### src/rtl/exp_result_bcd.sv
// Converts the e^x unit's binary fraction into NDIG BCD digits (multiply-by-10 per cycle)
// and presents it via valid/ready. Define EXP_BCD_ROUND_EN to round the last digit.
module exp_result_bcd #(
    parameter int NDIG = 4,
    parameter int FW   = 16
) (
    input  logic                 clk,
    input  logic                 rst,
    input  logic                 in_done,
    input  logic [1:0]           in_int,
    input  logic [FW-1:0]        in_frac,
    output logic                 busy,
    output logic                 out_valid,
    input  logic                 out_ready,
    output logic [3:0]           bcd_int,
    output logic [4*NDIG-1:0]    bcd_frac,
    output logic                 overrun
);

    localparam int CW = (NDIG < 2) ? 1 : $clog2(NDIG + 1);

    typedef enum logic [1:0] {
        S_IDLE  = 2'd0,
        S_CONV  = 2'd1,
        S_ROUND = 2'd2,
        S_HOLD  = 2'd3
    } state_t;

    state_t              state_q, state_d;
    logic [FW-1:0]       r_frac_q, r_frac_d;
    logic [3:0]          bcd_int_q, bcd_int_d;
    logic [4*NDIG-1:0]   bcd_frac_q, bcd_frac_d;
    logic [CW-1:0]       cnt_q, cnt_d;
    logic                overrun_q, overrun_d;

    logic [FW+3:0]       prod;
    logic [3:0]          digit;
    logic                capture;
    logic                handshake;
`ifdef EXP_BCD_ROUND_EN
    logic [4*NDIG-1:0]   rnd_frac;
    logic                rnd_carry;
`endif

    // Multiply by ten as shift-and-add; the top nibble is the next decimal digit.
    always_comb begin
        prod  = ({4'b0, r_frac_q} << 3) + ({4'b0, r_frac_q} << 1);
        digit = prod[FW+3:FW];
    end

`ifdef EXP_BCD_ROUND_EN
    // Decimal increment of the fraction, rippling from the LSD upward.
    always_comb begin
        rnd_frac  = bcd_frac_q;
        rnd_carry = r_frac_q[FW-1];
        for (int k = 0; k < NDIG; k++) begin
            if (rnd_carry) begin
                if (rnd_frac[4*k +: 4] == 4'd9) begin
                    rnd_frac[4*k +: 4] = 4'd0;
                end else begin
                    rnd_frac[4*k +: 4] = rnd_frac[4*k +: 4] + 4'd1;
                    rnd_carry          = 1'b0;
                end
            end
        end
    end
`endif

    always_comb begin
        state_d    = state_q;
        r_frac_d   = r_frac_q;
        bcd_int_d  = bcd_int_q;
        bcd_frac_d = bcd_frac_q;
        cnt_d      = cnt_q;
        overrun_d  = overrun_q;

        handshake = (state_q == S_HOLD) && out_ready;
        capture   = in_done && ((state_q == S_IDLE) || handshake);

        if (in_done && !capture) begin
            overrun_d = 1'b1;
        end

        case (state_q)
            S_IDLE: ;
            S_CONV: begin
                r_frac_d        = prod[FW-1:0];
                bcd_frac_d      = bcd_frac_q << 4;
                bcd_frac_d[3:0] = digit;
                cnt_d           = cnt_q + 1'b1;
                if (cnt_q == CW'(NDIG - 1)) begin
`ifdef EXP_BCD_ROUND_EN
                    state_d = S_ROUND;
`else
                    state_d = S_HOLD;
`endif
                end
            end
`ifdef EXP_BCD_ROUND_EN
            S_ROUND: begin
                bcd_frac_d = rnd_frac;
                bcd_int_d  = bcd_int_q + {3'b000, rnd_carry};
                state_d    = S_HOLD;
            end
`endif
            S_HOLD: begin
                if (handshake) begin
                    state_d = S_IDLE;
                end
            end
            default: state_d = S_IDLE;
        endcase

        // A capture overrides whatever the current state decided (IDLE or HOLD exit).
        if (capture) begin
            r_frac_d   = in_frac;
            bcd_int_d  = {2'b00, in_int};
            bcd_frac_d = '0;
            cnt_d      = '0;
            state_d    = S_CONV;
        end
    end

    always_ff @(posedge clk or negedge rst) begin
        if (!rst) begin
            state_q    <= S_IDLE;
            r_frac_q   <= '0;
            bcd_int_q  <= '0;
            bcd_frac_q <= '0;
            cnt_q      <= '0;
            overrun_q  <= 1'b0;
        end else begin
            state_q    <= state_d;
            r_frac_q   <= r_frac_d;
            bcd_int_q  <= bcd_int_d;
            bcd_frac_q <= bcd_frac_d;
            cnt_q      <= cnt_d;
            overrun_q  <= overrun_d;
        end
    end

    assign busy      = (state_q != S_IDLE);
    assign out_valid = (state_q == S_HOLD);
    assign bcd_int   = bcd_int_q;
    assign bcd_frac  = bcd_frac_q;
    assign overrun   = overrun_q;

endmodule
### config.mk
export PLATFORM = sky130hd
export DESIGN_NAME = exp_result_bcd
export DESIGN_NICKNAME = d
export VERILOG_FILES = /design/src/rtl/exp_result_bcd.sv
export SDC_FILE = /design/constraint.sdc
export NUM_CORES = 1
export LEC_CHECK = 0
export ABC_AREA = 1
export BUFFER_PORTS_ARGS = -buffer_cell sky130_fd_sc_hd__buf_2
export CORE_AREA = 4 4 74 76
export CTS_CLUSTER_SIZE = 12
export DETAILED_ROUTE_END_ITERATION = 16
export DIE_AREA = 0 0 78 80
export PLACE_DENSITY = 0.86
export SETUP_SLACK_MARGIN = 0.4
export SLEW_MARGIN = 20
export SYNTH_ARGS = -nofsm -noshare
export SYNTH_HDL_FRONTEND = slang
export SYNTH_SLANG_ARGS = --single-unit
### constraint.sdc
create_clock -name clk -period 2.3 [get_ports clk]
set_input_delay 0.23 -clock clk [delete_from_list [all_inputs] [get_ports clk]]
set_output_delay 0.23 -clock clk [all_outputs]
set_load 0.05 [all_outputs]
Word-level counts from Yosys, hierarchy flattened
Cells that the tools add are included.
{"block": "totals", "wordCells": 33, "input_bits": 22, "register_bits": 40}
{"block": "op_classes", "eq_ne": 6, "add_sub_neg": 2, "reduce_logical": 9, "muxes": 10}
{"op": "2-to-1 mux 16 bit", "count": 4}
{"op": "adder 19 x 17 -> 20 bit", "count": 1}
{"op": "2-to-1 mux 2 bit", "count": 3}
{"op": "2-to-1 mux 3 bit", "count": 2}
{"op": "one-hot mux 2 bit (3 select lines)", "count": 1}
{"op": "nonzero test 2 bit", "count": 2}
{"op": "adder 3 x 1 -> 3 bit, second input constant", "count": 1}
{"op": "equality test 3 x 2 -> 1 bit, second input constant", "count": 1}
{"op": "logical AND 1 bit", "count": 3}
{"op": "inequality test 3 x 1 -> 1 bit, second input constant", "count": 1}
{"op": "inequality test 3 bit, second input constant", "count": 1}
{"op": "AND reduction 3 bit", "count": 1}
{"op": "equality test 2 x 1 -> 1 bit, second input constant", "count": 1}
{"op": "equality test 2 bit, second input constant", "count": 1}
{"op": "logical NOT 2 bit", "count": 1}
{"op": "inequality test 2 bit, second input constant", "count": 1}
{"op": "logical NOT 1 bit", "count": 1}
{"op": "logical OR 1 bit", "count": 1}

Depth between registers and ports, before layout
{"block": "logic_depth", "ltp_word": 6, "depth_mapped": 11}

Least setup slack after synthesis
Ideal clock, no wire load.
{"block": "synth_timing", "path_kind": "register -> register", "start": "register r_frac_q[2]", "end": "register r_frac_q[11]", "stages_incl_launch_ff": 10, "t_required_ps": 2177, "path_slack_ps": 620, "arrival_time_ps": 1557, "synth_period_minus_slack_ps": 1680, "path_cell_list": "dfrtp_1 ha_1 inv_1 fa_1 o21ai_2 nand2_1 nand2_1 nor2_1 o21ai_0 nand2_1"}
{"block": "synth_via", "elab_chain_cells": 3}
{"item": "start, declared", "line_no": "30", "rtl": "logic [FW-1:0] r_frac_q, r_frac_d;"}
{"item": "start signal, assigned", "line_no": "134", "rtl": "r_frac_q <= r_frac_d;"}
{"item": "adder 19 x 17 -> 20 bit", "line_no": "47", "rtl": "prod = ({4'b0, r_frac_q} << 3) + ({4'b0, r_frac_q} << 1);"}
{"item": "2-to-1 mux 16 bit", "line_no": "84", "rtl": "case (state_q)"}
{"item": "2-to-1 mux 16 bit", "line_no": "115", "rtl": "if (capture) begin"}
Every way passes these cells. The select of a mux whose other input is x is not followed.
A chain may end at the register's enable or synchronous reset.

Final worst setup path
{"block": "layout_timing", "start": "register r_frac_q[4]", "end": "register bcd_frac_q[1] (netlist: bcd_frac[1])"}
{"block": "layout_via", "elab_chain_cells": 3}
{"item": "adder 19 x 17 -> 20 bit", "line_no": "47"}
{"item": "2-to-1 mux 16 bit", "line_no": "84"}
{"item": "2-to-1 mux 16 bit", "line_no": "115"}
{"item": "end signal, assigned", "line_no": "136", "rtl": "bcd_frac_q <= bcd_frac_d;"}
{"item": "end, declared", "line_no": "32", "rtl": "logic [4*NDIG-1:0] bcd_frac_q, bcd_frac_d;"}
Every way passes these cells. The select of a mux whose other input is x is not followed.

==> results.md <==
* Status: finished, final reports clean
* Max Freq at 0.561 GHz
* Cts bufs inserted at 5
* Startpoint of the worst register-to-register path: r_frac_q[4]
* Number of enable-type register cells in the synthesized netlist at 0
* Seq/Total Area, Yosys at 0.373
* Setup repair after global routing missed its margin: false
* Placed Instance Area at 2910 um^2
* Count of antenna-violating nets left after detailed routing at 0
* Antenna fix cells at 0
* Hold buffers post-CTS at 0
* RD Place Congestion at 0.871
* Most used standard cells in the synthesized netlist: 132 x sky130_fd_sc_hd__nand2_1, 47 x sky130_fd_sc_hd__inv_1, 40 x sky130_fd_sc_hd__dfrtp_1
* Number of I/O port buffers at between 40 and 50
* Distinct cell type count after synthesis at 38
* Via count at 2537
* Required time at the worst-slack endpoint at 2490 ps
* Worst reg2reg path endpoint: bcd_frac[1]
* Netlist area before placement at 2690 um^2
* Number of core rows at 25
* Area fraction in compound gates after synthesis at 0.107
* Die footprint at 6240 um^2
* Iteration-0 DRC count of the detailed router at between 150 and 200
* Clock latency reported for the late side of the worst-skew pair at 290 ps
* Total congestion overflow after global routing at 0
* Post-synthesis sequential element count at 40
* Layout area overhead at 14.1%
* CP Launch Type: flop
* Post-Place Cells at 465
* Number of warnings reported in the yosys synthesis log at 0
* Slew at the pin with the worst max-slew slack at 890 ps
* Sequence of cells on the critical path: ha_2 > nand2_1 > nor2_1 > nand2_1 > nand3_2 > nand2_1 > nand2_1 > nand2_1 > nand3_1 > nand2_1
* Largest stage delay on the critical path at around 460 ps
* Crit path to: bcd_frac[1]
* Proportion of register bits with asynchronous set or reset after synthesis at 1.00
* Number of H-tree branching levels at 2
* Critical Path AT at about 2000 ps
* Remaining routing DRC violations at 0
* TritonRoute pass-1 iters at 5
* Initial standard-cell utilization of the core at 0.568
* Share of post-route cells with drive strength above 1 at 0.209
* Filler cell count in the final layout at approximately 400
* Final net count at ~450
* Drt via density at approximately 5.4
* Initial antenna violation count at 0
* First-pass GRT wire length at 11.3 mm
* Final-layout setup total negative slack at 0 ps
* Boundary Pins at 45
* DIE HEIGHT at 80 um
* Mean Syn Cell Area at around 7.4 um^2
* Final period demand of the worst path at 1780 ps
* Cell types occupying the most area after synthesis: sky130_fd_sc_hd__dfrtp_1 37%, sky130_fd_sc_hd__nand2_1 18%, sky130_fd_sc_hd__ha_1 7.5%
* Final non-filler cell total at approximately 470
* Post-Synth Adder-Cell Area at 0.0820
* Post-Synth XOR/XNOR Area at 0.0163
* Buffer and inverter count on the worst path at 0
* Stages on the worst setup path at 10
* Crit-path leading delay family: simple AND/OR/NAND/NOR gates
* CTS tree: done
* Final worst-path cycle share at 0.775
* Final-report hold violation count at 0
* Vias in the first global route at 2547
* Most frequent cell on the critical path: sky130_fd_sc_hd__nand2_1
* Longest Clk Path Bufs at 2
* Clock skew after layout at 4.96 ps
* Area of the core at 4720 um^2
* Fin. max-slew vios at 0
* Setup slack of the most critical reg-to-reg path at 520 ps
* Pin count of the biggest net entering global routing at roughly 40
* CP max-delay cell: sky130_fd_sc_hd__dfrtp_1
* Worst-path maximum fanout at 5
* Detailed-route wire length per cell at 13.9 um
* Final wirelength at 6.60 mm
* Number of failing setup endpoints in the final timing report at 0
* Crit end category: flop
* Post-Synth Simple-Gate Area at 0.311
* Number of cells on the worst reg-to-reg path at 10
* Overall fraction of global-route tracks in use at 0.225
* Most area-hungry cell type in the Yosys netlist: sky130_fd_sc_hd__dfrtp_1
* Worst slew slack as a fraction of its limit at 0.406
* Proportion of netlist area held by the largest area contributor at 0.373
* Design area at 3060 um^2
* Die extent in x at 78 um
* Top FF cell, synth: sky130_fd_sc_hd__dfrtp_1
* Most common cell in the synthesized netlist: sky130_fd_sc_hd__nand2_1
* Clk root buf: sky130_fd_sc_hd__clkbuf_8
* Detailed Place HPWL at 4.85 mm
* Worst-path clk slew at 80 ps
* Gate count of the mapped netlist at 364
* Path category of the worst min-delay check: in -> async
* Start-to-end type of the worst setup path: reg -> reg
* Portion of netlist area occupied by mux cells at 0
* Number of clock sinks seen by CTS at 40
* Source of the critical timing path: r_frac_q[4]
* Main combinational cell family by area after synthesis: simple AND/OR/NAND/NOR gates
* MaxCap Viol Count at 0
-- timing repair --
action / 4_1_cts / 5_1_grt
buffers inserted: 0 / 1
setup endpoints to repair: 1 / 9
cloned: 0 / 0
pin swaps: 1 / 0
gates resized for setup: 0 / 14
-- cell type report --
class	instances	area, um^2	share of cell area
well taps	67	83.8	0.0274
flip-flops and latches	40	1000	0.327
clock inverters	2	16.3	0.00531
repair buffers	44	225	0.0735
clock buffers	6	72.6	0.0237
inverters	51	213	0.0694
multi-input cells	264	1450	0.474
-- cell families (layout without fill, tap and decap cells) --
logic type | after synthesis | count (layout)
other cells | 1 | 2
flops | 40 | 40
fa+ha+maj | 17 | 17
xor+xnor | 5 | 5
compound gates | 44 | 44
buf+inv | 61 | 103
simple gates | 196 | 196
-- worst min path at each step --
stage	start	end	slack [ps]	depth (start not counted)
6_report	rst	overrun	50	1
2_1_floorplan	rst	bcd_frac[0]	-70	0
3_5_place_dp	rst	state_q[1]	400	1
4_1_cts	rst	state_q[1]	80	1
3_3_place_gp	rst	state_q[0]	390	1
5_1_grt	rst	cnt_q[0]	110	1
-- routing by layer --
metal / vias to the layer above / routed length (um) / GRT usage / share of wire
li1: 1246 / - / - / -
met1: 1201 / 2930 / 0.281 / 0.44
met2: 84 / 3260 / 0.406 / 0.49
met3: 6 / 359 / 0.0361 / 0.054
met4: 0 / 55 / 0.0577 / 0.0083
met5: - / 0 / 0 / 0
-- cells in the final DEF (no fill, tap or decap), types with 6 or more instances in the layout --
cell,Yosys,routed
sky130_fd_sc_hd__a21oi_1,10,7
sky130_fd_sc_hd__buf_2,2,42
sky130_fd_sc_hd__dfrtp_1,40,40
sky130_fd_sc_hd__ha_1,16,11
sky130_fd_sc_hd__inv_1,47,47
sky130_fd_sc_hd__nand2_1,132,132
sky130_fd_sc_hd__nand3_1,26,24
sky130_fd_sc_hd__nor2_1,21,20
sky130_fd_sc_hd__o21ai_0,11,9
sky130_fd_sc_hd__o21ai_1,4,6
sky130_fd_sc_hd__o22ai_1,8,8
-- flip-flops by register name (all words and copies together) (netlist names) --
name	cells
bcd_frac	16
overrun	1
r_frac_q	16
cnt_q	3
bcd_int	2
state_q	2
-- stage by stage --
stage	setup WS [ps]	hold slack (ps)	util
2_1_floorplan	620	-65.6	-
3_3_place_gp	535	394	0.616
3_5_place_dp	434	402	0.616
4_1_cts	421	76.7	0.635
5_1_grt	398	114	0.649
6_report	518	52.0	0.649
Power is not shown: default switching activity piles up to over one toggle a cycle in this logic, so the estimate is an artifact.
